[src/rtl/adpll_pkg.sv]
// Shared types and default constants for the ADPLL loop filter.
package adpll_pkg;

   // Loop filter sequencing: capture -> integrate -> sum.
   typedef enum logic [1:0] {
      IDLE  = 2'd0,
      INTEG = 2'd1,
      SUM   = 2'd2
   } lf_state_t;

   localparam int DEF_WIDTH      = 5;
   localparam int DEF_ACC_WIDTH  = 16;
   localparam int DEF_OUT_WIDTH  = 12;
   localparam int DEF_KP_SHIFT   = 2;
   localparam int DEF_KI_SHIFT   = 0;
   localparam int DEF_CENTER     = 2048;
   localparam int DEF_LOCK_TOL   = 1;
   localparam int DEF_LOCK_COUNT = 8;

endpackage

[src/rtl/signed_saturate.sv]
// Signed clamp of an IN_W-bit value into the OUT_W-bit signed range.
module signed_saturate #(
   parameter int IN_W  = 18,
   parameter int OUT_W = 16
) (
   input  logic signed [IN_W-1:0]  din,
   output logic signed [OUT_W-1:0] dout
);

   // Output range limits, sign-extended to the input width for comparison.
   localparam logic signed [IN_W-1:0] MAX_EXT =
      {{(IN_W-OUT_W){1'b0}}, 1'b0, {(OUT_W-1){1'b1}}};
   localparam logic signed [IN_W-1:0] MIN_EXT =
      {{(IN_W-OUT_W+1){1'b1}}, {(OUT_W-1){1'b0}}};

   // Clamp at either rail, otherwise pass the low bits through unchanged.
   always_comb begin
      dout = din[OUT_W-1:0];
      if (din > MAX_EXT) begin
         dout = {1'b0, {(OUT_W-1){1'b1}}};
      end else if (din < MIN_EXT) begin
         dout = {1'b1, {(OUT_W-1){1'b0}}};
      end
   end

endmodule

[src/rtl/loop_filter.sv]
// Proportional-integral loop filter turning phase-detector error into a DCO
// control word, with overrun detection and a lock indicator.
// Handshake: pd_valid_i is a one-cycle strobe accepted only while idle;
// control_valid_o is a one-cycle strobe qualifying control_word_o.
module loop_filter
   import adpll_pkg::*;
#(
   parameter int WIDTH      = DEF_WIDTH,
   parameter int ACC_WIDTH  = DEF_ACC_WIDTH,
   parameter int OUT_WIDTH  = DEF_OUT_WIDTH,
   parameter int KP_SHIFT   = DEF_KP_SHIFT,
   parameter int KI_SHIFT   = DEF_KI_SHIFT,
   parameter int CENTER     = DEF_CENTER,
   parameter int LOCK_TOL   = DEF_LOCK_TOL,
   parameter int LOCK_COUNT = DEF_LOCK_COUNT
) (
   input  logic                 fpga_clk_i,
   input  logic                 reset_i,
   input  logic [WIDTH-1:0]     pd_clock_cycles_i,
   input  logic                 pd_valid_i,
   output logic [OUT_WIDTH-1:0] control_word_o,
   output logic                 control_valid_o,
   output logic                 busy_o,
   output logic                 lock_o,
   output logic                 overrun_o
);

   // Integrator update width leaves headroom for the shifted error.
   localparam int INT_W  = ACC_WIDTH + KI_SHIFT + 2;
   // Output sum is ACC_WIDTH+2 bits, widened only when CENTER or the
   // proportional term would not otherwise fit (small accumulators).
   localparam int BASE_A = (ACC_WIDTH > OUT_WIDTH + 1) ? ACC_WIDTH : OUT_WIDTH + 1;
   localparam int BASE_W = (BASE_A > WIDTH + KP_SHIFT + 1) ? BASE_A : WIDTH + KP_SHIFT + 1;
   localparam int SUM_W  = BASE_W + 2;
   localparam int CNT_W  = $clog2(LOCK_COUNT + 1);

   localparam logic signed [SUM_W-1:0] CENTER_S = SUM_W'(CENTER);
   localparam logic signed [WIDTH:0]   TOL_S    = (WIDTH+1)'(LOCK_TOL);
   localparam logic [CNT_W-1:0]        CNT_MAX  = CNT_W'(LOCK_COUNT);

   lf_state_t                  state_q, state_d;
   logic signed [WIDTH-1:0]    e_q;
   logic signed [ACC_WIDTH-1:0] integ_q, integ_sat;
   logic signed [INT_W-1:0]    integ_sum, e_int;
   logic signed [SUM_W-1:0]    word_sum, e_sum, integ_ext;
   logic signed [OUT_WIDTH:0]  word_sat;
   logic [OUT_WIDTH-1:0]       word_clamped;
   logic signed [WIDTH:0]      e_wide, e_mag;
   logic                       in_tol;
   logic [CNT_W-1:0]           cnt_q, cnt_d;

   // Next-state sequencing: a sample walks IDLE -> INTEG -> SUM -> IDLE.
   always_comb begin
      state_d = state_q;
      case (state_q)
         IDLE:    if (pd_valid_i) state_d = INTEG;
         INTEG:   state_d = SUM;
         SUM:     state_d = IDLE;
         default: state_d = IDLE;
      endcase
   end

   // Datapath: saturating integrator, PI sum, and lock tolerance test.
   always_comb begin
      e_int     = {{(INT_W-WIDTH){e_q[WIDTH-1]}}, e_q};
      integ_sum = {{(INT_W-ACC_WIDTH){integ_q[ACC_WIDTH-1]}}, integ_q} + (e_int <<< KI_SHIFT);

      e_sum     = {{(SUM_W-WIDTH){e_q[WIDTH-1]}}, e_q};
      integ_ext = {{(SUM_W-ACC_WIDTH){integ_q[ACC_WIDTH-1]}}, integ_q};
      word_sum  = CENTER_S + (e_sum <<< KP_SHIFT) + integ_ext;
      // Negative results clamp to zero; the saturator handles the top rail.
      word_clamped = word_sat[OUT_WIDTH] ? '0 : word_sat[OUT_WIDTH-1:0];

      // Magnitude at WIDTH+1 bits so the most negative error cannot overflow.
      e_wide = {e_q[WIDTH-1], e_q};
      e_mag  = e_wide[WIDTH] ? -e_wide : e_wide;
      in_tol = (e_mag <= TOL_S);

      cnt_d = '0;
      if (in_tol) cnt_d = (cnt_q == CNT_MAX) ? cnt_q : cnt_q + CNT_W'(1);
   end

   signed_saturate #(.IN_W(INT_W), .OUT_W(ACC_WIDTH)) u_sat_integ (
      .din  (integ_sum),
      .dout (integ_sat)
   );

   signed_saturate #(.IN_W(SUM_W), .OUT_W(OUT_WIDTH + 1)) u_sat_word (
      .din  (word_sum),
      .dout (word_sat)
   );

   // State, datapath registers and all outputs; reset aborts any sample.
   always_ff @(posedge fpga_clk_i) begin
      if (reset_i) begin
         state_q         <= IDLE;
         e_q             <= '0;
         integ_q         <= '0;
         cnt_q           <= '0;
         control_word_o  <= OUT_WIDTH'(CENTER);
         control_valid_o <= 1'b0;
         busy_o          <= 1'b0;
         lock_o          <= 1'b0;
         overrun_o       <= 1'b0;
      end else begin
         state_q         <= state_d;
         busy_o          <= (state_d != IDLE);
         control_valid_o <= (state_q == SUM);
         if (state_q == IDLE && pd_valid_i) e_q <= pd_clock_cycles_i;
         if (state_q == INTEG) integ_q <= integ_sat;
         if (state_q == SUM) begin
            control_word_o <= word_clamped;
            cnt_q          <= cnt_d;
            lock_o         <= (cnt_d == CNT_MAX);
         end
         if (pd_valid_i && state_q != IDLE) overrun_o <= 1'b1;
      end
   end

endmodule

[config.mk]
export PLATFORM = sky130hd
export DESIGN_NAME = loop_filter
export DESIGN_NICKNAME = d
export VERILOG_FILES = /design/src/rtl/adpll_pkg.sv /design/src/rtl/signed_saturate.sv /design/src/rtl/loop_filter.sv
export SDC_FILE = /design/constraint.sdc
export NUM_CORES = 1
export LEC_CHECK = 0
export ABC_AREA = 1
export CAP_MARGIN = 40
export CORE_ASPECT_RATIO = 0.5
export CORE_MARGIN = 2
export CORE_UTILIZATION = 55
export CTS_BUF_LIST = sky130_fd_sc_hd__clkbuf_4 sky130_fd_sc_hd__clkbuf_8
export CTS_CLUSTER_DIAMETER = 30
export DETAILED_ROUTE_END_ITERATION = 10
export MAX_ROUTING_LAYER = met4
export PLACE_DENSITY = 0.86
export SLEW_MARGIN = 30
export SYNTH_ARGS = -nofsm -noshare
export SYNTH_HDL_FRONTEND = slang
export SYNTH_SLANG_ARGS = --single-unit
[constraint.sdc]
create_clock -name fpga_clk_i -period 4.1 [get_ports fpga_clk_i]
set_clock_uncertainty 0.15 [all_clocks]
set_input_delay 0.82 -clock fpga_clk_i [delete_from_list [all_inputs] [get_ports fpga_clk_i]]
set_output_delay 0.82 -clock fpga_clk_i [all_outputs]
set_load 0.01 [all_outputs]
Yosys cells after proc, flatten, opt, wreduce, memory -nomap -nowiden:

Cells that the tools add are included.

* add/subtract/negate cells: 5
* order comparisons: 5
* equal/unequal tests: 4
* multiplexer cells: 10
* reductions and logical operators: 5

Operators by type and width (number)
* $mux W16: 2
* $mux W13: 2
* $add A14 B16 Y17: 1
* $add A16 B5 Y17: 1
* $gt A17 B13 Y1 const B: 1
* $gt A17 B16 Y1 const B: 1
* $lt A17 B13 Y1 const B: 1
* $lt A17 B16 Y1 const B: 1
* $add A13 B7 Y14 const A: 1
* $mux W12: 1
* $eq A4 B4 Y1 const B: 2
* $mux W4: 2
* $le A6 B2 Y1 const B: 1
* $mux W6: 1
* $neg A5 Y6: 1
* $add A4 B1 Y4 const B: 1
* $pmux W2 S2: 1
* $reduce_bool A2 Y1: 2
* $eq A2 B1 Y1 const B: 1
* $eq A2 B2 Y1 const B: 1
* $logic_and A1 B1 Y1: 2
* $logic_not A2 Y1: 1
* $mux W2: 1

* register bits after elaboration: 43
* output and inout port bits: 16

Depth between registers and ports, before layout:

* depth after elaboration: 6
* gate-level depth with buffers: 20
* gate-level depth less buffers: 18

Modules after synthesis:

Synthesis repeated with hierarchy kept, for this count alone.

* cells, all modules: 521
* area, all modules: 3622.2 um^2

By module, submodules not included
* loop_filter: instances 1, cells an instance 450, area each 3255.6 um^2, sequential area each 860.8 um^2
* signed_saturate at u_sat_integ: instances 1, cells an instance 36, area each 193.9 um^2, sequential area each 0.0 um^2
* signed_saturate at u_sat_word: instances 1, cells an instance 35, area each 172.7 um^2, sequential area each 0.0 um^2

Worst setup path before layout:

OpenSTA, ideal clock, no wires.

* path type: register to register
* start: register e_q[4]
* end: register control_word_o[10]
* arrival: 2.633 ns
* path slack: 1.208 ns
* stages on the path, launching flop included: 19
* cells stage by stage: dfxtp_1 > inv_1 > fa_1 > inv_1 > nand3_1 > inv_1 > nand2_1 > nand2_1 > nand2_1 > nand2_1 > nand2_1 > nand2_1 > nor2_1 > nand2_1 > nand2_2 > buf_6 > nand3_1 > nand2_1 > inv_1

* cells in the longest elaborated chain, start to end: 6
* elaborated cells on any way between the ends: 7
* classes of those cells: add/sub (2); order compare (2); mux (3)

Ends and longest elaborated chain
* from (decl): line loop_filter.sv:42 `logic signed [WIDTH-1:0] e_q;`
* from (signal assigned): line loop_filter.sv:109 `if (state_q == IDLE && pd_valid_i) e_q <= pd_clock_cycles_i;`
* $add A13 B7 Y14 (*): line loop_filter.sv:70 `word_sum = CENTER_S + (e_sum <<< KP_SHIFT) + integ_ext;`
* $add A14 B16 Y17 (*): line loop_filter.sv:70
* $lt A17 B13 Y1: line signed_saturate.sv:21 `end else if (din < MIN_EXT) begin`
* $mux W13: line signed_saturate.sv:21
* $mux W13 (*): line signed_saturate.sv:19 `if (din > MAX_EXT) begin`
* $mux W12 (*): line loop_filter.sv:72 `word_clamped = word_sat[OUT_WIDTH] ? '0 : word_sat[OUT_WIDTH-1:0];`
* to (signal assigned): line loop_filter.sv:100 `control_word_o <= OUT_WIDTH'(CENTER);`
* to (signal assigned): line loop_filter.sv:112 `control_word_o <= word_clamped;`
* to (decl): line loop_filter.sv:21 `output logic [OUT_WIDTH-1:0] control_word_o,`

Mark *: on every way between the ends. The rest lies on a longest branch, timed or not.
A chain may end at the register's enable or synchronous reset.

Worst setup path in the final report:

* start: register e_q[4]
* end: register control_word_o[3]

Same word-level chain as after synthesis.

==> flow_metrics.tcl <==
set metrics [dict create \
    via_per_inst 5.35 \
    ys_seq_area_share_pct 23.8 \
    fmax_mhz 305 \
    synth_nets 598 \
    clk_path_buf_depth 2 \
    synth_seq_cells 43 \
    dieHeight_um 61.4 \
    timing_worst_setup_path_type "register to register" \
    final-hold-violation-count 0 \
    whs_path_depth 2 \
    fin_crit_ps 3280 \
    yosysTopAreaCellShare_pct 23.8 \
    cts_made_buffers 5 \
    firstDrtPassIters 5 \
    drive_gt1_share_pct 5.82 \
    area_growth_syn_to_layout_pct 10.6 \
    regArea_sq_um 861 \
    arrival_ps 3340 \
    wire_per_inst_um 12.9 \
    finalSetupViolations 0 \
    ctsHoldBuffers 0 \
    rrSetupSlack_ps 820 \
    design_area_sq_mm 0.00401 \
    cts.htree.levels 2 \
    fin_nets 619 \
    synth.area.top_cells "dfxtp_1 24%, nand2_1 14%, ha_1 13%, inv_1 7.7%, a21oi_1 6.4%" \
    antenna_found_initial 0 \
    tightest_slew_ps 587 \
    worst-path-stages 15 \
    max_stage_delay_ps 710 \
    die_area_sq_mm 0.00729 \
    end_kind "register" \
    placed_area_sq_mm 0.00391 \
    relSlewSlack_pct 60.8 \
    dp_hpwl_mm 6.45 \
    root_buffer "clkbuf_8" \
    vias 3504 \
    setup_tns_ps 0 \
    hold_start "overrun_o" \
    maxCapViolCount 0 \
    cp_top_family "simple AND/OR/NAND/NOR gates" \
    path_max_fanout 13 \
    port_buffers 23 \
    reg2reg_from "e_q[4]" \
    grt-ovfl-total 0 \
    initial_core_util_pct 58.4 \
    cp_data_required_time_ps 4160 \
    timing.hold.ws_ps 307 \
    p_leak_nw 2.04 \
    antenna_left 0 \
    wl_mm 8.47 \
    cp_slowest_cell "dfxtp_1" \
    multi_input_area_sq_mm 0.00238 \
    worst_skew_pair.late_latency_ps 310 \
    cts_setup_buffers 0 \
    maxSlewViolCount 0 \
    worst_setup_path_start_kind "register" \
    run_status "complete, no violations" \
    fin_crit_sh_pct 79.9 \
    path_cells "buf_4 -> ha_1 -> fa_1 -> inv_1 -> o21ai_0 -> nand2_1 -> nand2_1 -> a21oi_1 -> nand3_1 -> nand2_1 -> nand2_2 -> nand2_2 -> nand3_1 -> nand2_1 -> inv_1" \
    drc 0 \
    synth_flop_cell "dfxtp_1" \
    async_flop_share_pct 0 \
    whs_endpoint "overrun_o" \
    nFillCells 549 \
    ys_warn_count 0 \
    r2r_end "control_word_o[3]" \
    r2r_cells 15 \
    ios 24 \
    synth_area_leader_cell "dfxtp_1" \
    avgSynthCellArea_sq_um 6.65 \
    rows 20 \
    grt_pass1_vias 3140 \
    cts_resized 0 \
    synth_edf_count 0 \
    hold_class "register to register" \
    globalplace.congestion 1.00 \
    crit_buf_inv 3 \
    grt_pass1_wl_mm 14.3 \
    clk_pin_slew_ps 100 \
    antenna_cells 0 \
    track_usage_pct 25.4 \
    synthCells 545 \
    ir_drop_uv 149 \
    die_w_um 119 \
    synthesis.area_sq_mm 0.00362 \
    core_sq_mm 0.00621 \
    drt-initial-drc-count 365 \
    grt_max_degree 28 \
    p_per_area_mw_per_mm2 293 \
    cts_num_sinks 43 \
    cts_tree "yes" \
    path_common_cell "nand2_1" \
    synth_cell_types 33 \
    rsz0062_at_grt "no" \
]
-- synthesized netlist by cell type, types with 8 or more instances --
cell,instances
a21oi_1,46
dfxtp_1,43
fa_1,8
ha_1,37
inv_1,74
nand2_1,138
nand3_1,46
nor2_1,51
o21ai_0,24
xor2_1,18
-- cell type report --
| cell class | instances | area share, % |
|---|---|---|
| Inverter | 77 | 7.21 |
| Timing Repair Buffer | 29 | 6.96 |
| Clock inverter | 3 | 0.593 |
| Clock buffer | 5 | 1.72 |
| Tap cell | 88 | 2.75 |
| Sequential cell | 43 | 21.5 |
| Multi-Input combinational cell | 410 | 59.3 |
-- worst register-to-register path: cells and delay by family (launching register included) --
kind	cells	cell delay (ps)
and+or+nand+nor	8	880
DFF	1	710
adders and majority gates	2	710
buffers and inverters	3	400
AOI/OAI and AO/OA	2	320
-- metrics by stage --
stage	worst slack [ps]	std cells	total power, mW	utilization (%)
finish	823	655	1.18	64.6
global route	429	655	1.25	64.6
CTS	812	654	1.17	64.4
detailed placement	865	646	0.877	62.9
global placement	923	646	0.871	62.9
floorplan	1210	545	0.794	-
-- routing by layer --
metal / global-route usage, % / routed length (um) / up-vias / share of wire [%]
li1: - / - / 1789 / -
met1: 33.1 / 4080 / 1581 / 48
met2: 40.6 / 3700 / 122 / 44
met3: 4.91 / 564 / 12 / 6.7
met4: 8.33 / 121 / 0 / 1.4
met5: - / 0 / - / 0
-- placed cells by master (no fill, tap or decap), types with 5 or more instances in the layout --
cell / netlist / layout
a21oi_1: 46 / 46
buf_4: 4 / 5
clkbuf_8: 0 / 5
clkdlybuf4s50_1: 0 / 23
dfxtp_1: 43 / 43
fa_1: 8 / 8
ha_1: 37 / 37
inv_1: 74 / 74
nand2_1: 138 / 138
nand2_2: 6 / 6
nand3_1: 46 / 46
nand4_1: 6 / 6
nor2_1: 51 / 51
o21ai_0: 24 / 24
xor2_1: 18 / 18
-- registers in the layout (all words and copies together), names as in the netlist --
register / cells
control_word_o: 12
lock_o: 1
state_q: 2
cnt_q: 4
control_valid_o: 1
integ_q: 16
overrun_o: 1
busy_o: 1
e_q: 5
-- power breakdown --
group	internal, mW	switching (mW)	leakage (nW)	total [mW]
Sequential	0.443	0.0261	0.352	0.469
Combinational	0.146	0.263	1.65	0.409
Clock	0.122	0.175	0.0408	0.297
-- cells by family after synthesis --
kind of cell	Yosys count	synth area share, %
AND/OR/NAND/NOR	262	30.9
adder cells (fa/ha/maj)	45	17.2
flip-flops	43	23.8
XOR/XNOR	21	5.08
AO/OA/AOI/OAI	82	12.5
buffers and inverters	92	10.6
-- worst max-delay path by stage --
| stage | slack (ps) | to | startpoint |
|---|---|---|---|
| final | 820 | control_word_o[3] | e_q[4] |
| after global routing | 430 | control_word_o[6] | e_q[4] |
| after CTS | 810 | control_word_o[3] | e_q[4] |
| after detailed placement | 860 | control_word_o[3] | e_q[4] |
| after global placement | 920 | control_word_o[5] | e_q[4] |
| after floorplan | 1210 | control_word_o[10] | e_q[4] |
(Power assumes the default switching activity.)
